### config.mk
export PLATFORM = sky130hd
export DESIGN_NAME = h_counter
export DESIGN_NICKNAME = d
export VERILOG_FILES = /design/src/rtl/h_counter.sv
export SDC_FILE = /design/constraint.sdc
export NUM_CORES = 1
export LEC_CHECK = 0
export BUFFER_PORTS_ARGS = -buffer_cell sky130_fd_sc_hd__buf_2
export CORE_UTILIZATION = 30
export CTS_CLUSTER_DIAMETER = 100
export DETAILED_ROUTE_END_ITERATION = 12
export SLEW_MARGIN = 20
export SYNTH_ARGS = -nofsm -noshare
export SYNTH_HDL_FRONTEND = slang
export SYNTH_SLANG_ARGS = --single-unit
### constraint.sdc
create_clock -name clk -period 1.82 [get_ports clk]
set_clock_uncertainty 0.2 [all_clocks]
set_input_delay 0.364 -clock clk [delete_from_list [all_inputs] [get_ports clk]]
set_output_delay 0.364 -clock clk [all_outputs]
set_load 0.01 [all_outputs]
### src/rtl/h_counter.sv
// ---- h_counter : VGA horizontal timing (pixel divider, column count, sync/blank, line-end strobe) ----
// ---- rev 1.0 -------------------------------------------------------------------------------------------
`default_nettype none

module h_counter #(
  parameter int H_DISPLAY = 640,
  parameter int H_FRONT   = 16,
  parameter int H_SYNC    = 96,
  parameter int H_BACK    = 48,
  parameter int CLK_DIV   = 4,
  parameter bit HSYNC_POL = 1'b0
) (
  input  logic       clk,
  input  logic       rst_n,
  output logic       pixel_tick,
  output logic [9:0] h_count,
  output logic       enable_v,
  output logic       hsync,
  output logic       h_video_on
);

  localparam int         H_TOTAL    = H_DISPLAY + H_FRONT + H_SYNC + H_BACK;
  localparam logic [3:0] DIV_LAST   = 4'(CLK_DIV - 1);
  localparam logic [9:0] H_LAST     = 10'(H_TOTAL - 1);
  // 11-bit bounds so a line of exactly 1024 pixels still compares correctly
  localparam logic [10:0] SYNC_START = 11'(H_DISPLAY + H_FRONT);
  localparam logic [10:0] SYNC_END   = 11'(H_DISPLAY + H_FRONT + H_SYNC);
  localparam logic [10:0] VIDEO_END  = 11'(H_DISPLAY);

  generate
    if (H_TOTAL > 1024) begin : g_total_check
      $error("h_counter: H_TOTAL exceeds 1024");
    end
    if (CLK_DIV < 1 || CLK_DIV > 16) begin : g_div_check
      $error("h_counter: CLK_DIV outside 1..16");
    end
  endgenerate

  logic [3:0] div_cnt_q, div_cnt_d;
  logic [9:0] h_count_q, h_count_d;
  logic       in_sync;

  always_comb begin
    div_cnt_d = div_cnt_q + 4'd1;
    h_count_d = h_count_q;
    if (pixel_tick) begin
      div_cnt_d = 4'd0;
      h_count_d = (h_count_q == H_LAST) ? 10'd0 : h_count_q + 10'd1;
    end
  end

  always_ff @(posedge clk) begin
    if (!rst_n) begin
      div_cnt_q <= 4'd0;
      h_count_q <= 10'd0;
    end else begin
      div_cnt_q <= div_cnt_d;
      h_count_q <= h_count_d;
    end
  end

  always_comb begin
    pixel_tick = (div_cnt_q == DIV_LAST);
    h_count    = h_count_q;
    enable_v   = pixel_tick && (h_count_q == H_LAST);
    in_sync    = ({1'b0, h_count_q} >= SYNC_START) && ({1'b0, h_count_q} < SYNC_END);
    hsync      = in_sync ? HSYNC_POL : ~HSYNC_POL;
    h_video_on = ({1'b0, h_count_q} < VIDEO_END);
  end

endmodule

`default_nettype wire

==> results of run 1 <==
-- kinds of logic after synthesis --
family,after synthesis
flip-flops,14
buffers and inverters,8
AND/OR/NAND/NOR,42
AO/OA/AOI/OAI,7
adder cells (fa/ha/maj),3
XOR/XNOR,8
-- registers in the layout (all words and copies together), names as in the netlist --
register / flops
div_cnt_q: 4
h_count: 10
-- final timing paths --
path / start / endpoint / slack [ns] / cells past startpoint
hold / removal: rst_n / div_cnt_q[1]$_SDFF_PP0_ / 0.14 / 2
setup / recovery: div_cnt_q[0]$_SDFF_PP0_ / enable_v / -0.28 / 6
setup reg to reg: div_cnt_q[0]$_SDFF_PP0_ / h_count[6]$_SDFFE_PN0P_ / -0.20 / 10
hold reg to reg: h_count[0]$_SDFFE_PN0P_ / h_count[0]$_SDFFE_PN0P_ / 0.34 / 2
-- cell usage after synthesis, types with 2 or more instances --
library cell	n	area, µm²
a21oi_1	3	15.01
nor4_1	2	12.51
and3_1	2	12.51
nor2_1	10	37.54
nand4_1	4	25.02
nand3_1	5	25.02
nand2_1	9	33.78
dfxtp_1	14	280.3
inv_1	4	15.01
ha_1	3	37.54
xnor2_1	4	35.03
xor2_1	4	35.03
nor3_1	4	20.02
-- what timing repair did --
action,in CTS,in global routing
endpoints found under the setup margin,11,13
resized for setup,13,9
pin swaps,5,10
buffers inserted,4,7
-- worst reg2reg max path: stages, from the launching register on --
cell,delay (ns)
dfxtp_2,0.36
ha_4,0.12
or3b_4,0.42
clkinv_8,0.06
buf_4,0.10
buf_8,0.10
buf_6,0.09
buf_4,0.10
nand4_1,0.12
xor2_1,0.17
nor2_1,0.10
-- power by group --
part | leakage [nW] | total [mW] | switching, mW | internal (mW)
clock network | 0.0210 | 0.222 | 0.100 | 0.122
logic | 0.348 | 0.0955 | 0.0419 | 0.0535
registers | 0.114 | 0.327 | 0.00963 | 0.317
-- routing by layer --
layer / wire length (µm) / vias up / share of wire, % / track usage (%)
met2: 940 / 14 / 51 / 25.56
li1: - / 356 / - / -
met4: 19 / 0 / 1.0 / 5.238
met1: 805 / 333 / 44 / 17.59
met5: 0 / - / 0 / 0
met3: 74 / 2 / 4.0 / 4.630
-- final cells by class --
type                            count  area (µm²)  area share [%]
Clock buffer                        4       36.28           3.326
Timing Repair Buffer               36       261.5           23.97
Inverter                            5       31.28           2.867
Multi-Input combinational cell     60       444.2           40.71
Sequential cell                    14       282.8           25.92
Tap cell                           28       35.03           3.211
-- cells in the final DEF, fill, tap and decap left out, types with 2 or more instances in the layout --
master,count
nor3_1,3
ha_1,2
nor2_1,8
nand3_1,5
buf_2,14
inv_1,4
xnor2_1,3
dfxtp_1,12
dfxtp_2,2
xor2_1,4
nor4_4,2
nand2_1,9
nand4_1,4
clkbuf_4,3
buf_4,16
buf_6,5
a21oi_1,3
and3_1,2
-- metrics by stage --
step | total power [mW] | setup slack (ns) | utilization, % | TNS (ns) | std cells
floorplan | 0.3647 | -0.02228 | - | -0.02456 | 82
global placement | 0.3909 | -0.1078 | 40.89 | -0.4920 | 135
detailed placement | 0.3921 | -0.1533 | 40.89 | -0.9319 | 135
CTS | 0.6310 | -0.3163 | 46.89 | -1.971 | 143
global route | 0.6829 | -0.3703 | 49.80 | -2.567 | 147
finish | 0.6443 | -0.2838 | 49.80 | -1.701 | 147
==> results.md, run 1 <==
- Status: finished, violations left
- Violated checks: setup timing
- # clock sinks: 14
- Crit start category: register
- Top-level I/O count: 16
- Area share of and/or/nand/nor cells after synthesis: 32.13%
- Die Footprint: 2507 µm²
- Unrepaired setup endpoints after global routing: yes
- Count of endpoints failing hold in the final timing report: 0
- Synth Area in Adders: 5.415%
- Root Buffer: clkbuf_4
- Area fraction in compound gates after synthesis: 5.776%
- Kind of end point of the critical path: primary output
- CTS H-tree lvls: 1
- Min Tclk post-route: roughly 2.1 ns
- Max FO, Critical Path: 4
- Kind of cell adding the most delay to the critical path: simple AND/OR/NAND/NOR gates
- Area delta synth->final: 57.40%
- Worst Hold Class: input port to register
- Average wire length per cell after detail routing: 12.51 µm
- Arrival time worst endpoint: 1.54 ns
- Setup Viol. Count Final: 12
- Sequential element share of the synthesized area: about two fifths
- Post-route cell area: 1091 µm²
- Total detailed-routing wirelength: 1.839 mm
- Number of antenna diodes: 0
- IR Drop Worst-Case VDD: 0.0004228 V
- Initial standard-cell utilization of the core: 31.64%
- Combinational family with the most area after synthesis: simple AND/OR/NAND/NOR gates
- Number of vias per cell after detailed routing: roughly 4.8
- Crit path kind: register to primary output
- Final slew viol count: 0
- Wire length of the first global-routing pass: 2.849 mm
- Post-Syn Nets: 87
- Yosys reg bits: 14
- Global route overflow: 0
- Ys flop type: dfxtp_1
- Synth async-reset ratio: 0%
- Power density over cell area: 590.5 nW/µm²
- Relative slew margins: 75.34%
- Hold buffer count at CTS: 0
- Worst hold slack: roughly 0.14 ns
- Number of enable flip-flop cells after synthesis: 0
- Final routed DRC violation total: 0
- Maxcap violations: 0
- Latest clock arrival within the worst-skew pair: between 0.2 and 0.3 ns
- Fill cells: 200
- Die H: 50.07 µm
- Number of nets with antenna violations after detailed routing: 0
- Tcrit/Tclk final: 115.6%
- Antenna violations before repair: 0
- Xor-xnor portion of the synthesized cell area: 10.11%
- Placeable Area: about 2200 µm²
- Post-detail-place hpwl: between 1 and 1.5 mm
- Slack of the critical path: -0.2838 ns
- Placement Cell Area: ~900 µm²
- Post-Synthesis Cell Area: 693.2 µm²
- Data required, critical path: approximately 1.3 ns
- Number of warning messages in the yosys log: 0
- CTS tree: yes
- Crit path buffers/inverters: 2
- Number of port buffers: 15
- Starting DRC count in detailed routing: 18
- CTS clk-pin slew, worst paths: 0.09 ns
- Drt first pass iters: 4
- Maximum clock rate: 475.3 MHz
- Post-synthesis instance total: 82
- Die Width: 50.07 µm
- Yosys cell types: 27
- Actual slew at the worst max-slew pin: 0.3653 ns
- Fraction of final layout cells with drive strength greater than 1: 43.70%
- Nets@finish: 125
- Largest net degree at the start of global routing: 9
- Multiplexer fraction of the synthesized cell area: 0%
- Vias after detailed routing: roughly 710
- Largest stage delay on the critical path: ~0.42 ns
- Number of rows in the core area: 17
- Number of buffers created by CTS: 3
- Critical path cell sequence: ha_4, or3b_4, clkinv_8, nand3_4, nor2_2, buf_2
- Critical-path top delay cell: or3b_4
- Number of global-route vias before repair: 666
- Global placement routability congestion: 0.8356
- Average size of a mapped cell: 8.453 µm²
- Leakage Power: roughly 0.48 nW
- Maximum clock insertion buffer count: 2
- Combined global-route utilization of all metal layers: around 15%
(Power assumes the default switching activity.)
==> inputs of run 2 (changes only) <==
--- a/config.mk
+++ b/config.mk
@@ -6,9 +6,11 @@
 export NUM_CORES = 1
 export LEC_CHECK = 0
 export BUFFER_PORTS_ARGS = -buffer_cell sky130_fd_sc_hd__buf_2
+export CORE_ASPECT_RATIO = 0.8
 export CORE_UTILIZATION = 30
 export CTS_CLUSTER_DIAMETER = 100
 export DETAILED_ROUTE_END_ITERATION = 12
+export HOLD_SLACK_MARGIN = 0.1
 export SLEW_MARGIN = 20
 export SYNTH_ARGS = -nofsm -noshare
 export SYNTH_HDL_FRONTEND = slang
==> run 2 against run 1 <==
Against the previous run:
- count of clock-buffer cells in the layout is the same
- hold slack gained 0.0033 ns
- critical endpoint unchanged
- die area is essentially flat
- critical path type unchanged
- register-to-register slack is essentially flat
- the flow still finishes with violations (setup timing)
- critical path depth is the same
==> results.md, run 2 (same netlist as run 1, synthesis figures left out) <==
- Most common cell after layout, fill and taps aside: buf_4 (unchanged)
- Maxcap violations: 0 (unchanged)
- Initial standard-cell utilization of the core: 31.84% (was 31.64%)
- Number of port buffers: 15 (unchanged)
- Wire length of the first global-routing pass: 2.753 mm (was 2.849 mm)
- Crit start category: register (unchanged)
- Largest net degree at the start of global routing: 9 (unchanged)
- Average wire length per cell after detail routing: 12.41 µm (was 12.51 µm)
- Number of buffers created by CTS: 3 (unchanged)
- Slack of the critical path: -0.2814 ns (was -0.2838 ns)
- Actual slew at the worst max-slew pin: 0.3795 ns (was 0.3653 ns)
- Largest register FFs: 10 (unchanged)
- Count of cells along the worst register-to-register path: 8 (was 10)
- Top-level I/O count: 16 (unchanged)
- Post-detail-place hpwl: 1.212 mm (was 1.208 mm)
- Crit path kind: register to primary output (unchanged)
- Arrival time worst endpoint: 1.54 ns (about the same)
- Fraction of final layout cells with drive strength greater than 1: 46.67% (was 43.70%)
- CTS tree: yes (unchanged)
- Final total negative setup slack: -1.593 ns (was -1.701 ns)
- Sequential cell area: 286.5 µm² (was 282.8 µm²)
- Multi-input gate area: 441.7 µm² (was 444.2 µm²)
- Number of global-route vias before repair: 597 (was 666)
- Root Buffer: clkbuf_4 (unchanged)
- Data required, critical path: 1.26 ns (about the same)
- Combined global-route utilization of all metal layers: 14.53% (was 15.07%)
- Global placement routability congestion: 0.7709 (was 0.8356)
- Final routed DRC violation total: 0 (unchanged)
- Tcrit/Tclk final: 115.5% (was 115.6%)
- Number of antenna diodes: 0 (unchanged)
- Die H: 45.00 µm (was 50.07 µm)
- Min Tclk post-route: 2.101 ns (was 2.104 ns)
- # clock sinks: 14 (unchanged)
- Unrepaired setup endpoints after global routing: yes (unchanged)
- Maximum clock rate: 475.9 MHz (was 475.3 MHz)
- Max FO, Critical Path: 3 (was 4)
- Antenna violations before repair: 0 (unchanged)
- Kind of end point of the critical path: primary output (unchanged)
- Number of rows in the core area: 15 (was 17)
- Global route overflow: 0 (unchanged)
- Hold Crit Depth: 2 (unchanged)
- Setup Viol. Count Final: 10 (was 12)
- Placeable Area: 2177 µm² (was 2191 µm²)
- Number of nets with antenna violations after detailed routing: 0 (unchanged)
- Relative slew margins: 74.38% (was 75.34%)
- Violated checks: setup timing (unchanged)
- Drt first pass iters: 4 (unchanged)
- Die Width: 55.74 µm (was 50.07 µm)
- CTS H-tree lvls: 1 (unchanged)
- IR Drop Worst-Case VDD: 0.0005573 V (was 0.0004228 V)
- Setup slack, reg-to-reg: -0.20 ns (about the same)
- Worst Hold Class: input port to register (unchanged)
- Leakage Power: 0.4745 nW (was 0.4834 nW)
- Count of placed standard cells in the final layout, fillers left out: 145 (was 147)
- Cell total after placement: 132 (was 135)
- Terminus of the critical flop-to-flop path: h_count[8]$_SDFFE_PN0P_ (was h_count[6]$_SDFFE_PN0P_)
- Nets@finish: 126 (was 125)
- Starting DRC count in detailed routing: 7 (was 18)
- Die Footprint: 2508 µm² (was 2507 µm²)
- Origin of the critical flop-to-flop path: div_cnt_q[1]$_SDFF_PP0_ (was div_cnt_q[0]$_SDFF_PP0_)
- Power density over cell area: 577.3 nW/µm² (was 590.5 nW/µm²)
- Commonest cells after routing, fill and taps aside: 19 x buf_4, 14 x buf_2, 9 x nand2_1, 9 x dfxtp_1, 8 x nor2_1 (was 16 x buf_4, 14 x buf_2, 12 x dfxtp_1, 9 x nand2_1, 8 x nor2_1)
- Final slew viol count: 0 (unchanged)
- Maximum clock insertion buffer count: 2 (unchanged)
- Endpoint, Worst Hold: div_cnt_q[1]$_SDFF_PP0_ (unchanged)
- Min-delay src: rst_n (unchanged)
- Total detailed-routing wirelength: 1.799 mm (was 1.839 mm)
- Status: finished, violations left (unchanged)
- Number of vias per cell after detailed routing: 4.724 (was 4.796)
- Count of endpoints failing hold in the final timing report: 0 (unchanged)
- CTS clk-pin slew, worst paths: 0.09 ns (about the same)
- Fill cells: 210 (was 200)
- Area delta synth->final: 57.04% (was 57.40%)
- Latest clock arrival within the worst-skew pair: 0.28 ns (about the same)
- Vias after detailed routing: 685 (was 705)
- Hold buffer count at CTS: 0 (unchanged)
==> run 2: cell types whose count changed in the layout (fill, tap and decap cells not counted) <==
cell	previous run	this run
xnor2_2	1	0
nor3_2	0	1
xnor2_1	3	4
buf_4	16	19
dfxtp_2	2	5
buf_6	5	3
dfxtp_1	12	9
nor3_1	3	2
==> run 2: metal layers <==
layer,share of wire [%],up-vias,track usage (%)
li1,-,357,-
met1,48,311,18.42
met2,47,15,24.34
met3,4.2,2,6.017
met4,0.50,0,1.500
met5,0,-,0
==> run 2: worst max path at each step <==
stage,end,from,slack (ns),cells past startpoint
floorplan,h_count[8]$_SDFFE_PN0P_,div_cnt_q[1]$_SDFF_PP0_,-0.02,7
global placement,enable_v,div_cnt_q[1]$_SDFF_PP0_,-0.11,6
detailed placement,enable_v,div_cnt_q[1]$_SDFF_PP0_,-0.14,6
CTS,enable_v,div_cnt_q[0]$_SDFF_PP0_,-0.30,6
global route,enable_v,div_cnt_q[1]$_SDFF_PP0_,-0.32,6
finish,enable_v,div_cnt_q[1]$_SDFF_PP0_,-0.28,6
==> run 2: metrics by stage <==
step | area (µm²) | worst slack, ns | hold slack [ns] | utilization [%] | power (mW)
floorplan | 706.9 | -0.02228 | 0.1999 | - | 0.3647
global placement | 892.1 | -0.1097 | 0.2860 | 40.98 | 0.3938
detailed placement | 892.1 | -0.1355 | 0.2954 | 40.98 | 0.3947
CTS | 1008 | -0.3020 | 0.1366 | 46.32 | 0.6342
global route | 1089 | -0.3211 | 0.1310 | 50.00 | 0.6581
finish | 1089 | -0.2814 | 0.1398 | 50.00 | 0.6285
==> run 2: cell type report <==
type / instances / area share, %
multi-input combinational: 60 / 40.57
sequential: 14 / 26.32
timing repair buffer: 37 / 24.02
clock buffer: 4 / 3.333
inverter: 5 / 2.874
tap: 25 / 2.874
==> run 2: report_power, final <==
part	leakage, nW	internal (mW)	switching (mW)
clock network	0.0210	0.122	0.100
registers	0.116	0.317	0.00759
logic	0.338	0.0420	0.0396
==> run 2: critical path: stages, from the launching register on <==
cell and delay, ns:
dfxtp_2 0.36, ha_4 0.13, or3b_4 0.41, clkinv_8 0.07, nand3_4 0.06, nor2_2 0.08
buf_2 0.13
==> run 2: what timing repair did <==
action	4_1_cts	5_1_grt
endpoints found under the setup margin	12	13
cloned	0	0
buffers inserted	4	6
pin swaps	2	9
gates resized for setup	8	12
endpoints found under the hold margin	0	0
==> inputs of run 3 (changes only) <==
--- a/config.mk
+++ b/config.mk
@@ -8,6 +8,7 @@
 export BUFFER_PORTS_ARGS = -buffer_cell sky130_fd_sc_hd__buf_2
 export CORE_ASPECT_RATIO = 0.8
 export CORE_UTILIZATION = 30
+export CTS_BUF_LIST = sky130_fd_sc_hd__clkbuf_8 sky130_fd_sc_hd__clkbuf_16
 export CTS_CLUSTER_DIAMETER = 100
 export DETAILED_ROUTE_END_ITERATION = 12
 export HOLD_SLACK_MARGIN = 0.1
==> run 3 against run 2 <==
Against the previous run:
- highest routed layer unchanged
- critical endpoint unchanged
- setup slack gained 0.042 ns
- flip-flop and latch count stayed put
- final area fell by 0.23%
- combinational power hardly changed
- final cell count shrank 1.4%
- register-to-register slack better by 0.03 ns
- via count shrank 3.1%
- the flow still finishes with violations (setup timing)
- non-clock buffer count down 2
==> results.md, run 3 (same netlist as run 1, synthesis figures left out) <==
- Status: finished, violations left (unchanged)
- Violated checks: setup timing (unchanged)
- Nets@finish: 124 (was 126)
- Maximum clock insertion buffer count: 2 (unchanged)
- Starting DRC count in detailed routing: 21 (was 7)
- Data required, critical path: 1.26 ns (about the same)
- Tcrit/Tclk final: 113.2% (was 115.5%)
- Final routed DRC violation total: 0 (unchanged)
- Most common cell after layout, fill and taps aside: buf_4 (unchanged)
- Largest net degree at the start of global routing: 9 (unchanged)
- Average wire length per cell after detail routing: 12.32 µm (was 12.41 µm)
- Post-detail-place hpwl: 1.212 mm (unchanged)
- CTS clk-pin slew, worst paths: 0.06 ns (was 0.09 ns)
- Setup slack, reg-to-reg: -0.17 ns (was -0.20 ns)
- Relative slew margins: 74.41% (was 74.38%)
- Count of placed standard cells in the final layout, fillers left out: 143 (was 145)
- Area delta synth->final: 56.68% (was 57.04%)
- Placeable Area: 2177 µm² (unchanged)
- Number of vias per cell after detailed routing: 4.643 (was 4.724)
- Final total negative setup slack: -1.299 ns (was -1.593 ns)
- Latest clock arrival within the worst-skew pair: 0.24 ns (was 0.28 ns)
- IR Drop Worst-Case VDD: 0.0005223 V (was 0.0005573 V)
- Actual slew at the worst max-slew pin: 0.3790 ns (was 0.3795 ns)
- Kind of end point of the critical path: primary output (unchanged)
- Min Tclk post-route: 2.060 ns (was 2.101 ns)
- Origin of the critical flop-to-flop path: div_cnt_q[1]$_SDFF_PP0_ (unchanged)
- Cell total after placement: 132 (unchanged)
- Vias after detailed routing: 664 (was 685)
- Commonest cells after routing, fill and taps aside: 16 x buf_4, 14 x buf_2, 9 x nand2_1, 9 x dfxtp_1, 8 x nor2_1 (was 19 x buf_4, 14 x buf_2, 9 x nand2_1, 9 x dfxtp_1, 8 x nor2_1)
- Leakage Power: 0.4678 nW (was 0.4745 nW)
- Number of global-route vias before repair: 593 (was 597)
- Die H: 45.00 µm (unchanged)
- Die Footprint: 2508 µm² (unchanged)
- CTS tree: yes (unchanged)
- Combined global-route utilization of all metal layers: 14.53% (unchanged)
- Number of port buffers: 15 (unchanged)
- Crit path kind: register to primary output (unchanged)
- Final slew viol count: 0 (unchanged)
- Global route overflow: 0 (unchanged)
- Setup Viol. Count Final: 10 (unchanged)
- # clock sinks: 14 (unchanged)
- CTS H-tree lvls: 1 (unchanged)
- Count of endpoints failing hold in the final timing report: 0 (unchanged)
- Unrepaired setup endpoints after global routing: yes (unchanged)
- Number of nets with antenna violations after detailed routing: 0 (unchanged)
- Power density over cell area: 650.1 nW/µm² (was 577.3 nW/µm²)
- Hold Crit Depth: 2 (unchanged)
- Initial standard-cell utilization of the core: 31.84% (unchanged)
- Arrival time worst endpoint: 1.50 ns (was 1.54 ns)
- Largest register FFs: 10 (unchanged)
- Root Buffer: clkbuf_8 (was clkbuf_4)
- Terminus of the critical flop-to-flop path: h_count[8]$_SDFFE_PN0P_ (unchanged)
- Count of cells along the worst register-to-register path: 8 (unchanged)
- Global placement routability congestion: 0.7709 (unchanged)
- Fraction of final layout cells with drive strength greater than 1: 45.76% (was 46.67%)
- Number of buffers created by CTS: 3 (unchanged)
- Die Width: 55.74 µm (unchanged)
- Slack of the critical path: -0.2398 ns (was -0.2814 ns)
- Min-delay src: rst_n (unchanged)
- Hold buffer count at CTS: 0 (unchanged)
- Number of rows in the core area: 15 (unchanged)
- Wire length of the first global-routing pass: 2.746 mm (was 2.753 mm)
- Total detailed-routing wirelength: 1.762 mm (was 1.799 mm)
- Max FO, Critical Path: 3 (unchanged)
- Maxcap violations: 0 (unchanged)
- Crit start category: register (unchanged)
- Antenna violations before repair: 0 (unchanged)
- Drt first pass iters: 4 (unchanged)
- Endpoint, Worst Hold: div_cnt_q[1]$_SDFF_PP0_ (unchanged)
- Maximum clock rate: 485.5 MHz (was 475.9 MHz)
- Worst Hold Class: input port to register (unchanged)
- Number of antenna diodes: 0 (unchanged)
- Top-level I/O count: 16 (unchanged)
- Setup slack at placement: -0.1355 ns (unchanged)
run 3: changes by cell type in the layout (fill, tap and decap cells not counted):
| cell | previous run | this run |
|---|---|---|
| clkbuf_4 | 3 | 0 |
| nor3_2 | 1 | 2 |
| buf_8 | 1 | 0 |
| clkbuf_8 | 1 | 4 |
| buf_6 | 3 | 5 |
| nor3_4 | 1 | 0 |
| buf_4 | 19 | 16 |
run 3: worst max-delay path by stage:
stage | from | end | slack [ns] | cells after the start
floorplan | div_cnt_q[1]$_SDFF_PP0_ | h_count[8]$_SDFFE_PN0P_ | -0.02 | 7
global placement | div_cnt_q[1]$_SDFF_PP0_ | enable_v | -0.11 | 6
detailed placement | div_cnt_q[1]$_SDFF_PP0_ | enable_v | -0.14 | 6
CTS | div_cnt_q[0]$_SDFF_PP0_ | enable_v | -0.25 | 6
global route | div_cnt_q[1]$_SDFF_PP0_ | enable_v | -0.28 | 6
finish | div_cnt_q[1]$_SDFF_PP0_ | enable_v | -0.24 | 6
run 3: per-stage QoR:
step                      utilization (%)  hold slack [ns]  instance area [µm²]  total power [mW]
final                               49.89           0.1838                 1086            0.7060
after floorplan                         -           0.1999                706.9            0.3647
after CTS                           47.18           0.1824                 1027            0.7116
after detailed placement            40.98           0.2954                892.1            0.3947
after global placement              40.98           0.2860                892.1            0.3938
after global routing                49.89           0.1762                 1086            0.7384
run 3: where the power goes:
group	internal, mW	leakage [nW]	switching, mW
sequential	0.318	0.116	0.00757
clock	0.192	0.0288	0.108
combinational	0.0420	0.323	0.0394
total	0.551	0.468	0.155
run 3: cell type report:
type | count | area (µm²)
Fill cell | 212 | 1091
Multi-Input combinational cell | 60 | 435.4
Sequential cell | 14 | 286.5
Timing Repair Buffer | 35 | 246.5
Clock buffer | 4 | 55.05
Inverter | 5 | 31.28
Tap cell | 25 | 31.28
run 3: repair_timing:
| item | in CTS | in global routing |
|---|---|---|
| endpoints found under the hold margin | 0 | 0 |
| buffers inserted | 4 | 4 |
| endpoints found under the setup margin | 12 | 13 |
| pin swaps | 2 | 7 |
| gates resized for setup | 8 | 11 |
run 3: critical path, stage by stage (launching register included):
cell	delay [ns]
dfxtp_2	0.35
ha_4	0.13
or3b_4	0.41
clkinv_8	0.07
nand3_4	0.06
nor2_2	0.09
buf_2	0.14
run 3: layer usage:
layer / global-route usage (%) / part of all wire (%)
met1: 18.42 / 48
met2: 24.34 / 48
met3: 6.017 / 4.1
met4: 1.500 / 0.40
met5: 0 / 0
